[src/rtl/forward_scoreboard.sv]
// -----------------------------------------------------------------------------
// forward_scoreboard
//
// Tag scoreboard for an in-order pipeline with operand forwarding. For the
// instruction in ID it finds, per source operand, the youngest in-flight
// producer of that register. It then either selects a forwarding stage for
// the next (EX) cycle, or raises a combinational stall while the producer's
// result is not ready yet.
//
// Parameters
//   DEPTH : in-flight tag stages (0 = EX, 1 = MEM, 2 = WB ...), 2..8
//   NSRC  : source operands per instruction
//   AW    : register address width
//   SELW  : derived select width, max(1, clog2(DEPTH))
//
// Ports
//   clk          in   clock, all state on the rising edge
//   rst_n        in   asynchronous active-low reset
//   id_valid     in   instruction present in ID
//   id_src       in   NSRC*AW source addresses, operand k at [k*AW +: AW]
//   id_src_used  in   NSRC per-operand read enables
//   id_we        in   ID instruction writes a register
//   id_rd        in   ID destination register
//   id_lat       in   latency class: result ready leaving stage id_lat
//   flush        in   kill the ID instruction
//   stall        out  hold IF/ID and insert a bubble into EX (combinational)
//   ex_fwd_sel   out  NSRC*SELW registered selects for the EX instruction,
//                     0 = register file, s = forward from stage s
//   stall_cnt    out  16-bit saturating count of stall cycles
//
// Configuration
//   FWD_STALL_CNT_EN : when defined, stall_cnt counts stall cycles; when not
//                      defined stall_cnt is tied to zero and has no flops.
// -----------------------------------------------------------------------------
module forward_scoreboard #(
    parameter int unsigned DEPTH = 3,
    parameter int unsigned NSRC  = 2,
    parameter int unsigned AW    = 5,
    localparam int unsigned SELW = ($clog2(DEPTH) > 1) ? $clog2(DEPTH) : 1
) (
    input  logic                 clk,
    input  logic                 rst_n,
    input  logic                 id_valid,
    input  logic [NSRC*AW-1:0]   id_src,
    input  logic [NSRC-1:0]      id_src_used,
    input  logic                 id_we,
    input  logic [AW-1:0]        id_rd,
    input  logic [1:0]           id_lat,
    input  logic                 flush,
    output logic                 stall,
    output logic [NSRC*SELW-1:0] ex_fwd_sel,
    output logic [15:0]          stall_cnt
);

    typedef struct packed {
        logic          valid;
        logic          we;
        logic [AW-1:0] rd;
        logic [1:0]    lat;
    } tag_t;

    tag_t [DEPTH-1:0]      tag_q;
    logic [NSRC*SELW-1:0]  sel_d;
    logic [NSRC*SELW-1:0]  fwd_sel_q;
    logic                  hazard;
    logic                  issue;
    logic [AW-1:0]         src;
    logic [SELW-1:0]       sel_k;
    logic                  haz_k;

    // -------------------------------------------------------------------------
    // Hazard / select computation for the ID instruction.
    // Entries are scanned oldest to youngest so the youngest match overwrites.
    // The last entry is never searched: by the time a consumer would read it
    // the value has already been written through to the register file.
    // -------------------------------------------------------------------------
    always_comb begin
        sel_d  = '0;
        hazard = 1'b0;
        src    = '0;
        sel_k  = '0;
        haz_k  = 1'b0;
        for (int k = 0; k < int'(NSRC); k++) begin
            src   = id_src[k*AW +: AW];
            sel_k = '0;
            haz_k = 1'b0;
            for (int i = int'(DEPTH) - 2; i >= 0; i--) begin
                if (id_src_used[k] && tag_q[i].valid && tag_q[i].we &&
                    (tag_q[i].rd == src) && (src != '0)) begin
                    sel_k = SELW'(i + 1);
                    // Result is ready only once the producer has left stage lat.
                    haz_k = (int'(tag_q[i].lat) > i);
                end
            end
            sel_d[k*SELW +: SELW] = sel_k;
            hazard = hazard | haz_k;
        end
    end

    // Flush wins over stall: a killed instruction never holds the front end.
    assign stall = id_valid && !flush && hazard;
    assign issue = id_valid && !stall && !flush;

    // -------------------------------------------------------------------------
    // Tag pipeline and registered select.
    // -------------------------------------------------------------------------
    always_ff @(posedge clk or negedge rst_n) begin
        if (!rst_n) begin
            tag_q     <= '0;
            fwd_sel_q <= '0;
        end else begin
            for (int i = 1; i < int'(DEPTH); i++) begin
                tag_q[i] <= tag_q[i-1];
            end
            if (issue) begin
                tag_q[0]  <= '{valid: 1'b1, we: id_we, rd: id_rd, lat: id_lat};
                fwd_sel_q <= sel_d;
            end else begin
                tag_q[0]  <= '0;
                fwd_sel_q <= '0;
            end
        end
    end

    assign ex_fwd_sel = fwd_sel_q;

    // Oldest entry only exists to model the WB slot; nothing reads it.
    logic unused_tail;
    assign unused_tail = ^tag_q[DEPTH-1];

    // -------------------------------------------------------------------------
    // Optional stall counter.
    // -------------------------------------------------------------------------
`ifdef FWD_STALL_CNT_EN
    logic [15:0] stall_cnt_q;

    always_ff @(posedge clk or negedge rst_n) begin
        if (!rst_n) begin
            stall_cnt_q <= 16'h0000;
        end else if (stall && (stall_cnt_q != 16'hFFFF)) begin
            stall_cnt_q <= stall_cnt_q + 16'd1;
        end
    end

    assign stall_cnt = stall_cnt_q;
`else
    assign stall_cnt = 16'h0000;
`endif

endmodule

[config.mk]
export PLATFORM = sky130hd
export DESIGN_NAME = forward_scoreboard
export DESIGN_NICKNAME = d
export VERILOG_FILES = /design/src/rtl/forward_scoreboard.sv
export SDC_FILE = /design/constraint.sdc
export NUM_CORES = 1
export LEC_CHECK = 0
export BUFFER_PORTS_ARGS = -buffer_cell sky130_fd_sc_hd__buf_4
export CORE_UTILIZATION = 46
export DETAILED_ROUTE_END_ITERATION = 10
export PLACE_DENSITY = 0.8
export SETUP_SLACK_MARGIN = 0.2
export SYNTH_ARGS = -nofsm -noshare
export SYNTH_HDL_FRONTEND = slang
export SYNTH_SLANG_ARGS = --single-unit
[constraint.sdc]
create_clock -name clk -period 2.3 [get_ports clk]
set_input_delay 0 -clock clk [delete_from_list [all_inputs] [get_ports clk]]
set_output_delay 0 -clock clk [all_outputs]
set_load 0.01 [all_outputs]
# After elaboration in Yosys (flattened, before gate mapping)
# Cells that the tools add are included.
[classes]
order_cmp = 2
mux = 10
n_reduce_logical = 24
eq_ne = 4
bitwise = 1
[op_table]
columns = ["operator", "n"]
rows = [
  ["$eq A5 B5 Y1", 4],
  ["$logic_and A1 B1 Y1", 20],
  ["$reduce_bool A5 Y1", 2],
  ["$mux W9", 1],
  ["$mux W2", 4],
  ["$gt A2 B1 Y1 const B", 2],
  ["$mux W1", 4],
  ["$mux W4", 1],
  ["$logic_not A1 Y1", 2],
  ["$or A1 B1 Y1", 1],
]
[word_totals]
ff_bits = 22
input_bits = 24
wordCells = 50
out_inout_bits = 21

# Longest topological paths before layout
[depth]
depth_word = 12
depth_mapped = 7
depth_no_buf = 6

# Worst setup path before layout
# Ideal clock, no wire load.
[synth_timing]
path_type = "reg2reg"
from = "register tag_q[3] (netlist bit)"
to = "register fwd_sel_q[0], in the netlist ex_fwd_sel[0]"
path_buffers = 1
required_ps = 2181
period_less_slack_ps = 1805
setup_time_ps = 119
t_arrival_ps = 1686
path_slack_ps = 495
stages_incl_launch_ff = 8
cell_sequence = "dfrtp_1 > xnor2_1 > nand4_1 > nor4_1 > o22ai_1 > o2111a_1 > buf_6 > and2_1"
[synth_between]
elab_chain_cells = 10
elab_cells_between_ends = 15
cone_classes = "eq/ne (2); mux (4); bitwise (1); reduce/logical (8)"
[synth_lines]
columns = ["item", "line_no", "source"]
rows = [
  ["start: declaration", "62", "tag_t [DEPTH-1:0] tag_q;"],
  ["start signal: indexed assignment", "113", "tag_q[i] <= tag_q[i-1];"],
  ["$eq A5 B5 Y1", "89", "(tag_q[i].rd == src) && (src != '0)) begin"],
  ["$logic_and A1 B1 Y1", "88", "if (id_src_used[k] && tag_q[i].valid && tag_q[i].we &&"],
  ["$logic_and A1 B1 Y1", "89", ""],
  ["$mux W1", "88", ""],
  ["$or A1 B1 Y1 (*)", "96", "hazard = hazard | haz_k;"],
  ["$logic_and A1 B1 Y1 (*)", "101", "assign stall = id_valid && !flush && hazard;"],
  ["$logic_not A1 Y1 (*)", "102", "assign issue = id_valid && !stall && !flush;"],
  ["$logic_and A1 B1 Y1 (*) (2 in series)", "102", ""],
  ["named net issue", "66", "logic issue;"],
  ["$mux W4 (*)", "115", "if (issue) begin"],
  ["end signal: assignment", "117", "fwd_sel_q <= sel_d;"],
  ["end: declaration", "64", "logic [NSRC*SELW-1:0] fwd_sel_q;"],
]
# The timed path passes the listed nets; every way through them passes the cells marked *.

# Worst setup path in the final report
[layout_timing]
from = "register tag_q[6] (netlist bit)"
to = "output stall"
[layout_between]
elab_chain_cells = 6
elab_cells_between_ends = 10
cone_classes = "eq/ne (2); mux (2); bitwise (1); reduce/logical (5)"
[layout_lines]
columns = ["item", "line_no", "source"]
rows = [
  ["$eq A5 B5 Y1", "89", ""],
  ["$logic_and A1 B1 Y1", "88", ""],
  ["$logic_and A1 B1 Y1", "89", ""],
  ["$mux W1", "88", ""],
  ["$or A1 B1 Y1 (*)", "96", ""],
  ["$logic_and A1 B1 Y1 (*)", "101", ""],
  ["end: declaration", "50", "output logic stall,"],
]
# Mark *: on every way between the ends. The rest lies on a longest branch, timed or not.

==> results.py <==
metrics = {
    "place": {
        "numPlacedInstances": 149,
        "io_buffer_count": 28,
        "gp_congestion": 0.889,
        "dpl_cell_area_um2": 1250,
    },
    "sta": {
        "max_freq_mhz": 500,
        "hold_viol": 0,
        "fin_tns_setup_ns": 0,
        "skew_ns": 0.00362,
        "min_period_ns": 2.00,
        "period_share_pct": 86.9,
        "rsz0062_at_grt": "no",
        "setup_viol_count_final": 0,
        "final_max_slew_viol_count": 0,
        "whs_ns": 0.00581,
    },
    "critical_path": {
        "rr_endpoint": "ex_fwd_sel[2]",
        "worst_setup_path_end_kind": "output pin",
        "worstSetupPathType": "reg2out",
        "crit_fanout": 4,
        "crit_path_start_kind": "flop",
        "r2r-start": "tag_q[11]",
        "arrival_ns": 2.00,
        "cp_data_required_time_ns": 2.30,
        "regToRegSetupSlack_ns": 0.31,
        "endpoint": "stall",
        "critPathLaunch": "tag_q[6]",
        "reg2reg_depth": 6,
    },
    "global_route": {
        "grt_pass1_wl_mm": 3.23,
        "grt_max_degree": 22,
        "overflow": 0,
        "antenna_found_initial": 0,
        "first_global_vias": 742,
        "track_usage_pct": 17.3,
    },
    "layout": {
        "drive_gt1_share_pct": 34.6,
        "final_area_um2": 1430,
        "ff_latch_area_um2": 526,
        "fillers": 192,
        "num-nets-final": 161,
        "fin_cells": 164,
        "multi_input_area_um2": 505,
        "syn2layout_area_growth_pct": 32.6,
        "n_antenna_cell": 0,
    },
    "drt": {
        "vias_per_cell": 4.74,
        "firstDrtPassIters": 4,
        "avgRoutedWirePerCell_um": 11.8,
        "drc_errors": 0,
        "routed_wl_mm": 1.94,
        "vias": 777,
        "ant_nets": 0,
        "drt_iter0_markers": 2,
    },
    "logic_synthesis": {
        "synthFlopType": "dfrtp_1",
        "yosysSeqAreaShare_pct": 48.9,
        "synthTopCellsByArea": "dfrtp_1 (49%), xnor2_1 (15%), buf_4 (11%)",
        "ys_async_sr_fraction_pct": 100,
        "synth_common_cells": "dfrtp_1 (21), xnor2_1 (18), buf_4 (16)",
        "synth_top_family_by_area": "simple AND/OR/NAND/NOR gates",
        "muxShareOfSynthArea_pct": 0,
        "synth-compound-area-share_pct": 4.19,
        "syn_avg_cell_area_um2": 11.4,
        "synth_edf_count": 0,
        "synth_area_um2": 1070,
        "synth_top_area_share_pct": 48.9,
        "synth_cell_types": 23,
        "synth-simple-area-share_pct": 17.3,
        "post-synth-top-count-cell": "dfrtp_1",
        "ys_ff_latch": 21,
        "synth_xor_area_share_pct": 16.3,
        "synth_warnings": 0,
        "yosysTopAreaCell": "dfrtp_1",
        "syn_inst": 94,
        "synth_adder_area_share_pct": 0,
    },
    "clock_network": {
        "cts_tree": "done",
        "clk_latency_ns": 0.30,
        "cts_buffers": 3,
        "h-tree-depth": 1,
        "clockRootBuffer": "clkbuf_4",
        "clk_pin_slew_ns": 0.11,
        "cts_buffer_depth": 2,
        "cts.sinks": 21,
    },
    "min_path": {
        "hold_class": "in2reg",
    },
    "floorplan": {
        "pin_count": 45,
        "core_area_um2": 2210,
        "rows": 17,
        "die_width_um": 50.3,
        "initial_core_util_pct": 48.6,
        "dieArea_um2": 2530,
        "die_h_um": 50.3,
    },
    "power": {
        "vdd_drop_max_v": 0.000378,
        "clock_power_share_pct": 24.8,
        "leakage_nw": 0.664,
        "internal_power_w": 0.000516,
        "pwr-share-comb_pct": 17.9,
        "power_switching_w": 0.000168,
        "pwr-share-seq_pct": 57.3,
        "finalPower_w": 0.000684,
        "swShare_pct": 24.6,
        "powerDensity_nw_per_um2": 480,
    },
    "run": {
        "drv_cap": 0,
    },
    "outcome": {
        "status": "complete, no violations",
    },
}
## timing repair
action | CTS | global route
endpoints found under the hold margin | 31 | 0
setup endpoints to repair | 11 | 11
gates cloned | 0 | 0
pin swaps | 0 | 2
hold buffers | 10 | 0
buffers inserted | 0 | 1
resized for setup | 1 | 6
## power by group through the flow
stage / Sequential [W] / Combinational (W) / Clock, W
after floorplan: 0.000396 / 0.0000749 / 0
after CTS: 0.000391 / 0.000119 / 0.000172
after global placement: 0.000398 / 0.000101 / 0
after detailed placement: 0.000399 / 0.000104 / 0
final: 0.000391 / 0.000123 / 0.000170
after global routing: 0.000393 / 0.000134 / 0.000196
## state kept, by name (all words and copies together), names as in the netlist
name and cells:
ex_fwd_sel 4, tag_q 17
## worst max-delay path, cell delays in order (launching register included)
cell and delay (ns):
dfrtp_1 0.44, xnor2_1 0.19, nand4_1 0.13, nor4_2 0.25
buf_4 0.17, o22a_1 0.14, o21ai_1 0.06, and3_1 0.19
buf_4 0.14
## logic make-up (layout without fill, tap and decap cells)
| logic type | after synthesis | count (layout) |
|---|---|---|
| other | 1 | 16 |
| DFF | 21 | 21 |
| and+or+nand+nor | 27 | 27 |
| buffers and inverters | 19 | 46 |
| xor gates and xnor gates | 20 | 20 |
| AOI/OAI and AO/OA | 6 | 6 |
## cell type report
type	count	share of cell area, %
flip-flops and latches	21	36.9
inverters	2	0.527
multi-input cells	69	35.5
repair buffers	40	22.8
clock buffers	4	1.84
well taps	28	2.46
## per-layer routing
| layer | part of all wire, % | wire [um] | track usage, % |
|---|---|---|---|
| met5 | 0 | 0 | 0 |
| met3 | 4.8 | 94 | 3.94 |
| met4 | 0.46 | 9 | 6.94 |
| met2 | 51 | 994 | 29.1 |
| met1 | 43 | 841 | 21.4 |
## cell usage in the layout, fill, tap and decap left out, types with 3 or more instances in the layout
cell type       n
and2_1          3
and2_4          7
buf_4          30
clkbuf_4        3
conb_1         16
dfrtp_1        21
dlygate4sd3_1  10
nand3_1         3
nand4_1         4
xnor2_1        17
## metrics by stage
stage | utilization (%) | setup WS (ns)
after CTS | 62.6 | 0.228
after floorplan | - | 0.495
after detailed placement | 56.6 | 0.184
after global routing | 64.4 | 0.197
after global placement | 56.6 | 0.287
final | 64.4 | 0.300
## worst min path at each step
stage                     cells after the start       endpoint  slack [ns]  start
after floorplan                               0  ex_fwd_sel[0]       -0.30  rst_n
after global placement                        1       tag_q[1]       -0.11  rst_n
after detailed placement                      1       tag_q[1]       -0.11  rst_n
after CTS                                     4  ex_fwd_sel[1]       0.003  flush
after global routing                          4  ex_fwd_sel[1]        0.02  flush
final                                         4  ex_fwd_sel[1]       0.006  flush
Note: power is estimated with default switching activity, not from simulation.
